## src/rtl/seq_chunk_adder_if.sv

```systemverilog
// Handshake bundle for seq_chunk_adder: operand side and result side.
// acc_sel exists only when SEQ_ADDER_ACCUM_EN is defined.
interface seq_chunk_adder_if #(
  parameter int WIDTH = 16
);
  logic             in_valid;
  logic             in_ready;
  logic [WIDTH-1:0] inp_1;
  logic [WIDTH-1:0] inp_2;
  logic             carry_in;
`ifdef SEQ_ADDER_ACCUM_EN
  logic             acc_sel;
`endif
  logic             out_valid;
  logic             out_ready;
  logic [WIDTH-1:0] sum;
  logic             carry;
  logic             overflow;

  modport master (
`ifdef SEQ_ADDER_ACCUM_EN
    output acc_sel,
`endif
    output in_valid, inp_1, inp_2, carry_in, out_ready,
    input  in_ready, out_valid, sum, carry, overflow
  );

  modport slave (
`ifdef SEQ_ADDER_ACCUM_EN
    input  acc_sel,
`endif
    input  in_valid, inp_1, inp_2, carry_in, out_ready,
    output in_ready, out_valid, sum, carry, overflow
  );
endinterface

```

## src/rtl/seq_chunk_adder.sv

```systemverilog
// Multi-cycle adder: CHUNK bits per clock, carry kept in a flop between slices.
// Optional accumulate mode (acc_sel) under macro SEQ_ADDER_ACCUM_EN.
module seq_chunk_adder #(
  parameter int WIDTH = 16,
  parameter int CHUNK = 4
) (
  input logic              clk,
  input logic              rst_n,
  seq_chunk_adder_if.slave bus
);
  localparam int NCHUNK = WIDTH / CHUNK;
  localparam int IW     = (NCHUNK > 1) ? $clog2(NCHUNK) : 1;

  typedef enum logic [1:0] {
    IDLE,
    ADD,
    DONE
  } state_t;

  state_t           state, state_n;
  logic [WIDTH-1:0] a_q, b_q, sum_q, b_sel;
  logic             c_q, carry_q, ovf_q;
  logic [IW-1:0]    idx;
  logic [CHUNK-1:0] a_sl, b_sl, s_n;
  logic             c_n, last;

  always_comb begin
    a_sl = '0;
    b_sl = '0;
    for (int i = 0; i < NCHUNK; i++) begin
      if (idx == IW'(i)) begin
        a_sl = a_q[i*CHUNK +: CHUNK];
        b_sl = b_q[i*CHUNK +: CHUNK];
      end
    end
    {c_n, s_n} = {1'b0, a_sl} + {1'b0, b_sl}
               + {{CHUNK{1'b0}}, c_q};
    last = (idx == IW'(NCHUNK - 1));
  end

  // Accumulate reuses the live sum register as operand B.
  always_comb begin
`ifdef SEQ_ADDER_ACCUM_EN
    b_sel = bus.acc_sel ? sum_q : bus.inp_2;
`else
    b_sel = bus.inp_2;
`endif
  end

  always_comb begin
    state_n = state;
    unique case (state)
      IDLE: if (bus.in_valid) state_n = ADD;
      ADD:  if (last) state_n = DONE;
      DONE: if (bus.out_ready) state_n = IDLE;
      default: state_n = IDLE;
    endcase
  end

  always_ff @(posedge clk or negedge rst_n) begin
    if (!rst_n) begin
      state   <= IDLE;
      a_q     <= '0;
      b_q     <= '0;
      c_q     <= 1'b0;
      idx     <= '0;
      sum_q   <= '0;
      carry_q <= 1'b0;
      ovf_q   <= 1'b0;
    end else begin
      state <= state_n;
      unique case (state)
        IDLE: begin
          if (bus.in_valid) begin
            a_q <= bus.inp_1;
            b_q <= b_sel;
            c_q <= bus.carry_in;
            idx <= '0;
          end
        end
        ADD: begin
          c_q <= c_n;
          idx <= idx + IW'(1);
          for (int i = 0; i < NCHUNK; i++) begin
            if (idx == IW'(i)) sum_q[i*CHUNK +: CHUNK] <= s_n;
          end
          if (last) begin
            carry_q <= c_n;
            ovf_q   <= (a_q[WIDTH-1] == b_q[WIDTH-1])
                    && (s_n[CHUNK-1] != a_q[WIDTH-1]);
          end
        end
        default: ;
      endcase
    end
  end

  assign bus.in_ready  = (state == IDLE);
  assign bus.out_valid = (state == DONE);
  assign bus.sum       = sum_q;
  assign bus.carry     = carry_q;
  assign bus.overflow  = ovf_q;
endmodule

```

## src/flat_wrapper.sv

```systemverilog
// flat-port wrapper written by rule: the top's interface ports become plain ports
module seq_chunk_adder_flat 
#(
  parameter int WIDTH = 16,
  parameter int CHUNK = 4
)
  (clk, rst_n, bus_in_valid, bus_inp_1, bus_inp_2, bus_carry_in, bus_out_ready, bus_in_ready, bus_out_valid, bus_sum, bus_carry, bus_overflow);
  seq_chunk_adder_if #(.WIDTH(WIDTH)) bus_i ();
  input logic clk;
  input logic rst_n;
  input wire logic [$bits(bus_i.in_valid)-1:0] bus_in_valid;
  input wire logic [$bits(bus_i.inp_1)-1:0] bus_inp_1;
  input wire logic [$bits(bus_i.inp_2)-1:0] bus_inp_2;
  input wire logic [$bits(bus_i.carry_in)-1:0] bus_carry_in;
  input wire logic [$bits(bus_i.out_ready)-1:0] bus_out_ready;
  output wire logic [$bits(bus_i.in_ready)-1:0] bus_in_ready;
  output wire logic [$bits(bus_i.out_valid)-1:0] bus_out_valid;
  output wire logic [$bits(bus_i.sum)-1:0] bus_sum;
  output wire logic [$bits(bus_i.carry)-1:0] bus_carry;
  output wire logic [$bits(bus_i.overflow)-1:0] bus_overflow;
  assign bus_i.in_valid = bus_in_valid;
  assign bus_i.inp_1 = bus_inp_1;
  assign bus_i.inp_2 = bus_inp_2;
  assign bus_i.carry_in = bus_carry_in;
  assign bus_i.out_ready = bus_out_ready;
  assign bus_in_ready = bus_i.in_ready;
  assign bus_out_valid = bus_i.out_valid;
  assign bus_sum = bus_i.sum;
  assign bus_carry = bus_i.carry;
  assign bus_overflow = bus_i.overflow;
  seq_chunk_adder #(.WIDTH(WIDTH), .CHUNK(CHUNK)) u_core (.clk(clk), .rst_n(rst_n), .bus(bus_i));
endmodule
```

## config.mk

```make
export PLATFORM = sky130hd
export DESIGN_NAME = seq_chunk_adder_flat
export DESIGN_NICKNAME = d
export VERILOG_FILES = /design/src/rtl/seq_chunk_adder_if.sv /design/src/rtl/seq_chunk_adder.sv /design/src/flat_wrapper.sv
export SDC_FILE = /design/constraint.sdc
export NUM_CORES = 1
export LEC_CHECK = 0
export ABC_AREA = 1
export BUFFER_PORTS_ARGS = -buffer_cell sky130_fd_sc_hd__clkbuf_2
export CORE_MARGIN = 2
export CORE_UTILIZATION = 54
export DETAILED_ROUTE_END_ITERATION = 16
export HOLD_SLACK_MARGIN = 0.05
export PLACE_DENSITY = 0.91
export SYNTH_ARGS = -nofsm -noshare
export SYNTH_HDL_FRONTEND = slang
export SYNTH_SLANG_ARGS = --single-unit
```

## constraint.sdc

```tcl
create_clock -name clk -period 2.59 [get_ports clk]
set_input_delay 0.518 -clock clk [delete_from_list [all_inputs] [get_ports clk]]
set_output_delay 0.518 -clock clk [all_outputs]
set_load 0.05 [all_outputs]
```

==> out/qor.json, run 1 <==
{
  "finish.instance_area_sq_um": 3049,
  "mappedNetlistArea_sq_um": 2570,
  "first_pass_iters": 5,
  "max_slew_headroom": 0.5449,
  "drv_slew": 0,
  "post-route-min-period_ps": 2438,
  "postCtsSetupRepairBufs": 0,
  "worst_setup_hold_path_clk_slew_ps": 90,
  "number_of_global_route_vias_before_repair": 2199,
  "number_of_buffers_on_the_longest_clock_path": 2,
  "clock-skew-final_ps": 4.437,
  "cp_data_required_time_ps": 2780,
  "finalSetupViolations": 0,
  "drt.antenna.violating_nets": 0,
  "grt_setup_unrepaired": "false",
  "reg2reg_setup_slack_ps": 150,
  "clock_sinks": 55,
  "tritoncts.num_buffers": 5,
  "clockRootBuffer": "sky130_fd_sc_hd__clkbuf_8",
  "initial_antenna_violation_count": 0,
  "drt-wirelength-per-cell_microns": 13.64,
  "insertedDiodeCount": 0,
  "critical_path_class": "flop to flop",
  "rows": 25,
  "finalHoldViolations": 0,
  "cts_tree": "done",
  "cap_viol_max_count": 0,
  "post_drt_via_cell_ratio": 5.265,
  "critPathMaxFanout": 4,
  "grt_first_pass_wirelength_mm": 9.646,
  "vias": 2227,
  "endpoint_kind": "flop",
  "standard_cell_with_the_maximum_stage_delay_on_the_critical_path": "sky130_fd_sc_hd__dfrtp_2",
  "timing.critical_path.cells": "inv_2 > ha_2 > a21oi_1 > o31ai_1 > o21ai_1 > fa_2 > inv_2 > fa_2 > inv_1 > o21ai_0",
  "status": "finished clean",
  "postSynth.asyncResetShare": 1.000,
  "buffer_ports.inserted": 56,
  "hold_path_class": "primary input to async pin",
  "multi_input_area_sq_um": 1091,
  "post_synth_inst_count": 307,
  "final_net_count": 414,
  "initial_standard_cell_utilization_of_the_core": 0.5514,
  "share_of_layout_cells_above_drive_strength_1": 0.2547,
  "critical_path_arrival_ps": 2630,
  "hpwlAfterDp_mm": 4.346,
  "placedInstanceArea_sq_um": 2918,
  "drc": 0,
  "routed_wl_mm": 5.771,
  "clock_latency_ps": 310,
  "drt_first_iter_violations": 128,
  "crit_path_max_incr_delay_ps": 450,
  "fp.dieH_microns": 72.99,
  "design.portCount": 57,
  "synth_warnings": 0,
  "ys_seq_area_frac": 0.5355,
  "synthDistinctLibCells": 23,
  "sequential_cell_area_sq_um": 1378,
  "final.period_utilization": 0.9414,
  "crit_path_start_kind": "flop",
  "fin_worst_hold_slack_ps": 234.8,
  "grt_util_all_layers": 0.2368,
  "worst_slew_pin_slew_ps": 682.6,
  "fill_cells": 402,
  "maxClockFrequency_ghz": 0.4101,
  "flow.area_growth_from_synthesis_pct": 18.65,
  "die_w_microns": 72.99,
  "synth-edff-count": 0,
  "ys_seq_elements": 55,
  "grt-ovfl-total": 0,
  "syn_nets": 353,
  "synth_area_per_cell_sq_um": 8.371,
  "floorplan.core_area_sq_um": 4661,
  "setup_total_neg_slack_ps": 0,
  "grt_start_max_net_pins": 34,
  "synth_ff_type": "sky130_fd_sc_hd__dfrtp_1",
  "gp_routability_congestion": 0.9101,
  "design.die.area_sq_um": 5327,
  "htree_num_levels": 2
}
-- cells by family after synthesis --
group	share of synthesized area
flip-flops	0.5355
adder cells (fa/ha/maj)	0.04966
AO/OA/AOI/OAI	0.09445
buffers and inverters	0.05160
multiplexers	0.005841
XOR/XNOR	0.003409
AND/OR/NAND/NOR	0.2595
-- through the flow --
step | util | cells | worst slack, ps
2_1_floorplan | - | 307 | 195.1
3_3_place_gp | 0.6260 | 415 | 129.6
3_5_place_dp | 0.6260 | 415 | 46.12
4_1_cts | 0.6475 | 423 | 20.61
5_1_grt | 0.6542 | 423 | 13.21
6_report | 0.6542 | 423 | 151.7
-- final cells by class --
class	count	area share
Clock buffer	8	0.03283
Inverter	16	0.01970
Multi-Input combinational cell	226	0.3578
Sequential cell	55	0.4518
Tap cell	54	0.02216
Timing Repair Buffer	64	0.1157
-- what timing repair did --
item | CTS | global route
gates resized for setup | 1 | 14
hold buffers | 0 | 0
pin swaps | 1 | 3
hold endpoints to repair | 0 | 0
endpoints found under the setup margin | 1 | 15
-- layout by cell type (no fill, tap or decap), types with 7 or more instances in the layout --
master and count:
sky130_fd_sc_hd__nand2_1 145, sky130_fd_sc_hd__clkbuf_2 56, sky130_fd_sc_hd__dfrtp_1 54, sky130_fd_sc_hd__a21oi_1 15, sky130_fd_sc_hd__o21ai_0 12, sky130_fd_sc_hd__nor2_1 11
sky130_fd_sc_hd__inv_2 9, sky130_fd_sc_hd__o21ai_1 9, sky130_fd_sc_hd__nand3_1 9, sky130_fd_sc_hd__inv_1 7, sky130_fd_sc_hd__clkbuf_8 7, sky130_fd_sc_hd__buf_4 7
-- path summary, 6_finish.rpt --
check | cells after the start | end | startpoint
max | 10 | u_core.bus.sum[1] | u_core.idx[0]
min | 1 | u_core.bus.sum[5] | rst_n
max reg2reg | 10 | u_core.bus.sum[1] | u_core.idx[0]
min reg2reg | 2 | u_core.bus.sum[10] | u_core.bus.sum[10]
max in group asynchronous | 2 | u_core.idx[0] | rst_n
min in group clk | 3 | u_core.a_q[11] | bus_inp_1[11]
-- synth_stat cells (4+ instances only) --
cell type	number	area [sq um]
sky130_fd_sc_hd__a21oi_1	17	85.08
sky130_fd_sc_hd__buf_2	4	20.02
sky130_fd_sc_hd__dfrtp_1	55	1376
sky130_fd_sc_hd__ha_1	7	87.58
sky130_fd_sc_hd__inv_1	11	41.29
sky130_fd_sc_hd__inv_2	5	18.77
sky130_fd_sc_hd__nand2_1	145	544.3
sky130_fd_sc_hd__nand3_1	9	45.04
sky130_fd_sc_hd__nor2_1	11	41.29
sky130_fd_sc_hd__o211ai_1	4	30.03
sky130_fd_sc_hd__o21ai_0	14	70.07
sky130_fd_sc_hd__o21ai_1	7	35.03
-- critical path, delay by kind of cell, from the launching register on --
kind                     cells  cell delay (ps)
adder cells (fa/ha/maj)      3             1000
AO/OA/AOI/OAI                4              560
flip-flops                   1              450
buffers and inverters        3              320
-- state kept, by name, summed over array words and instances, names as in the netlist --
signal,cells
u_core.bus.sum,16
u_core.bus.carry,1
u_core.b_q,16
u_core.bus.overflow,1
u_core.state,2
u_core.idx,2
u_core.a_q,16
u_core.c_q,1
-- metal layers --
| layer | vias to the layer above | global-route usage | part of all wire |
|---|---|---|---|
| li1 | 1093 | - | - |
| met1 | 1039 | 0.2967 | 0.44 |
| met2 | 81 | 0.4004 | 0.49 |
| met3 | 14 | 0.05387 | 0.052 |
| met4 | 0 | 0.08642 | 0.024 |
| met5 | - | 0 | 0 |
Power of run 1 is left out: the tool's default activity adds up to more than one toggle a clock period on the data nets, which glitch-free logic cannot reach.
==> run 2, diff against run 1 <==
Settings changed: CTS_CLUSTER_SIZE from default to 12.
Clock period 2.59 ns to 2.8 ns, I/O delays scaled along.
==> run 2 against run 1 <==
  * Design area shrank 1.6%
  * Highest routed layer unchanged
  * Via count down 3.9%
  * Critical endpoint is now u_core.bus.sum[2]
  * Sequential share of layout area is 0.69 points higher
  * Sequential cell count stayed put
  * Setup slack improved by 51 ps
  * Clock skew up 5.5 ps
  * Register-to-register slack improved by 50 ps
==> out/qor.json, run 2 (synthesis results as in run 1) <==
{
  "final_net_count": 410,
  "hpwlAfterDp_mm": 4.150,
  "first_pass_iters": 4,
  "endpoint_kind": "flop",
  "initial_standard_cell_utilization_of_the_core": 0.5514,
  "grt_util_all_layers": 0.2280,
  "post_placement_setup_slack_ps": 111.9,
  "clock_latency_ps": 310,
  "final.period_utilization": 0.9276,
  "cap_viol_max_count": 0,
  "critPathMaxFanout": 10,
  "grt-ovfl-total": 0,
  "critical_path_arrival_ps": 2800,
  "vias": 2140,
  "maxClockFrequency_ghz": 0.3850,
  "share_of_layout_cells_above_drive_strength_1": 0.2219,
  "crit_path_start_kind": "flop",
  "drt-wirelength-per-cell_microns": 13.05,
  "fill_cells": 427,
  "layout.cells.most_common_list": "sky130_fd_sc_hd__nand2_1 (145), sky130_fd_sc_hd__clkbuf_2 (56), sky130_fd_sc_hd__dfrtp_1 (55)",
  "design.die.area_sq_um": 5327,
  "cts_hold_repair.buffers": 0,
  "worst_slew_pin_slew_ps": 688.5,
  "grt_first_pass_wirelength_mm": 9.294,
  "crit_path_max_incr_delay_ps": 410,
  "design.portCount": 57,
  "finalSetupViolations": 0,
  "cp_data_required_time_ps": 3010,
  "number_of_buffers_on_the_longest_clock_path": 2,
  "critical_path_buf_inv_count": 3,
  "multi_input_area_sq_um": 1066,
  "floorplan.core_area_sq_um": 4661,
  "gp_routability_congestion": 0.8781,
  "finish.instance_area_sq_um": 3000,
  "buffer_ports.inserted": 56,
  "sequential_cell_area_sq_um": 1376,
  "worst_setup_hold_path_clk_slew_ps": 100,
  "htree_num_levels": 2,
  "finalWorstSetupSlack_ps": 202.8,
  "rows": 25,
  "hold_path_class": "primary input to async pin",
  "routed_wl_mm": 5.467,
  "postCtsSetupRepairBufs": 0,
  "post-route-min-period_ps": 2597,
  "drt_first_iter_violations": 93,
  "grt_start_max_net_pins": 56,
  "die_w_microns": 72.99,
  "critical_path_class": "flop to flop",
  "cts_tree": "done",
  "flow.area_growth_from_synthesis_pct": 16.75,
  "drt.antenna.violating_nets": 0,
  "initial_antenna_violation_count": 0,
  "standard_cell_with_the_maximum_stage_delay_on_the_critical_path": "sky130_fd_sc_hd__dfrtp_1",
  "number_of_global_route_vias_before_repair": 2100,
  "stdcell_count": 419,
  "cp_top_family": "adder cells",
  "finalHoldViolations": 0,
  "dp.cells": 411,
  "clock_sinks": 55,
  "clockRootBuffer": "sky130_fd_sc_hd__clkbuf_8",
  "insertedDiodeCount": 0,
  "layout.cells.most_common": "sky130_fd_sc_hd__nand2_1",
  "drc": 0,
  "placedInstanceArea_sq_um": 2875,
  "path_common_cell": "sky130_fd_sc_hd__inv_1",
  "max_slew_headroom": 0.5410,
  "finish.utilization": 0.6438,
  "status": "finished clean",
  "tritoncts.num_buffers": 5,
  "post_drt_via_cell_ratio": 5.107,
  "fp.dieH_microns": 72.99,
  "timing.critical_path.cells": "inv_1 > ha_2 > inv_1 > o21ai_0 > nand2_1 > o21ai_0 > fa_1 > inv_1 > fa_1 > xor2_1 > mux2_4",
  "drv_slew": 0,
  "clock-skew-final_ps": 9.976
}
==> run 2: cell count changes in the layout (fill, tap and decap cells not counted), moves of 2 or more <==
cell	previous run	this run
sky130_fd_sc_hd__a21oi_1	15	17
sky130_fd_sc_hd__a21oi_2	2	0
sky130_fd_sc_hd__buf_4	7	4
sky130_fd_sc_hd__fa_1	0	2
sky130_fd_sc_hd__fa_2	2	0
sky130_fd_sc_hd__inv_1	7	11
sky130_fd_sc_hd__inv_2	9	4
sky130_fd_sc_hd__o21ai_0	12	14
sky130_fd_sc_hd__o21ai_1	9	7
==> run 2: final cells by class <==
cell class              instances  area share
flip-flops and latches         55      0.4587
multi-input cells             226      0.3553
repair buffers                 60      0.1034
clock buffers                   6     0.02752
well taps                      54     0.02252
inverters                      16     0.02085
clock inverters                 2     0.01168
==> run 2: worst register-to-register path, delay by kind of cell (launching register included) <==
kind,cells,cell delay (ps)
multiplexers,1,280
XOR/XNOR,1,210
flip-flops,1,410
adder cells (fa/ha/maj),3,920
AO/OA/AOI/OAI,2,290
AND/OR/NAND/NOR,1,60
buffers and inverters,3,320
==> run 2: final timing paths <==
path / startpoint / end / slack [ps] / cells after the start
worst max-delay path: u_core.idx[0] / u_core.bus.sum[2] / 200 / 11
worst min-delay path: rst_n / u_core.bus.sum[1] / 360 / 2
worst max register to register: u_core.idx[0] / u_core.bus.sum[2] / 200 / 11
worst min register to register: u_core.bus.overflow / u_core.bus.overflow / 490 / 2
max in group asynchronous: rst_n / u_core.b_q[14] / 1970 / 2
min in group clk: bus_out_ready / u_core.state[1] / 430 / 2
==> run 2: metrics by stage <==
stage          TNS [ps]  hold slack (ps)
6_report              0            356.7
5_1_grt          -3.790            414.0
4_1_cts               0            388.3
3_5_place_dp          0            462.5
3_3_place_gp          0            456.1
2_1_floorplan         0            264.4
==> run 2: what timing repair did <==
| item | in CTS | in global routing |
|---|---|---|
| setup endpoints to repair | 0 | 9 |
| hold endpoints to repair | 0 | 0 |
| resized for setup | 0 | 3 |
==> run 2: layer usage <==
layer / global-route usage / routed length, microns / up-vias
met5: 0 / 0 / -
met4: 0.09671 / 102 / 0
met3: 0.05249 / 211 / 10
met2: 0.3804 / 2707 / 53
met1: 0.2836 / 2445 / 995
li1: - / - / 1082
Power of run 2 is left out for the same reason.
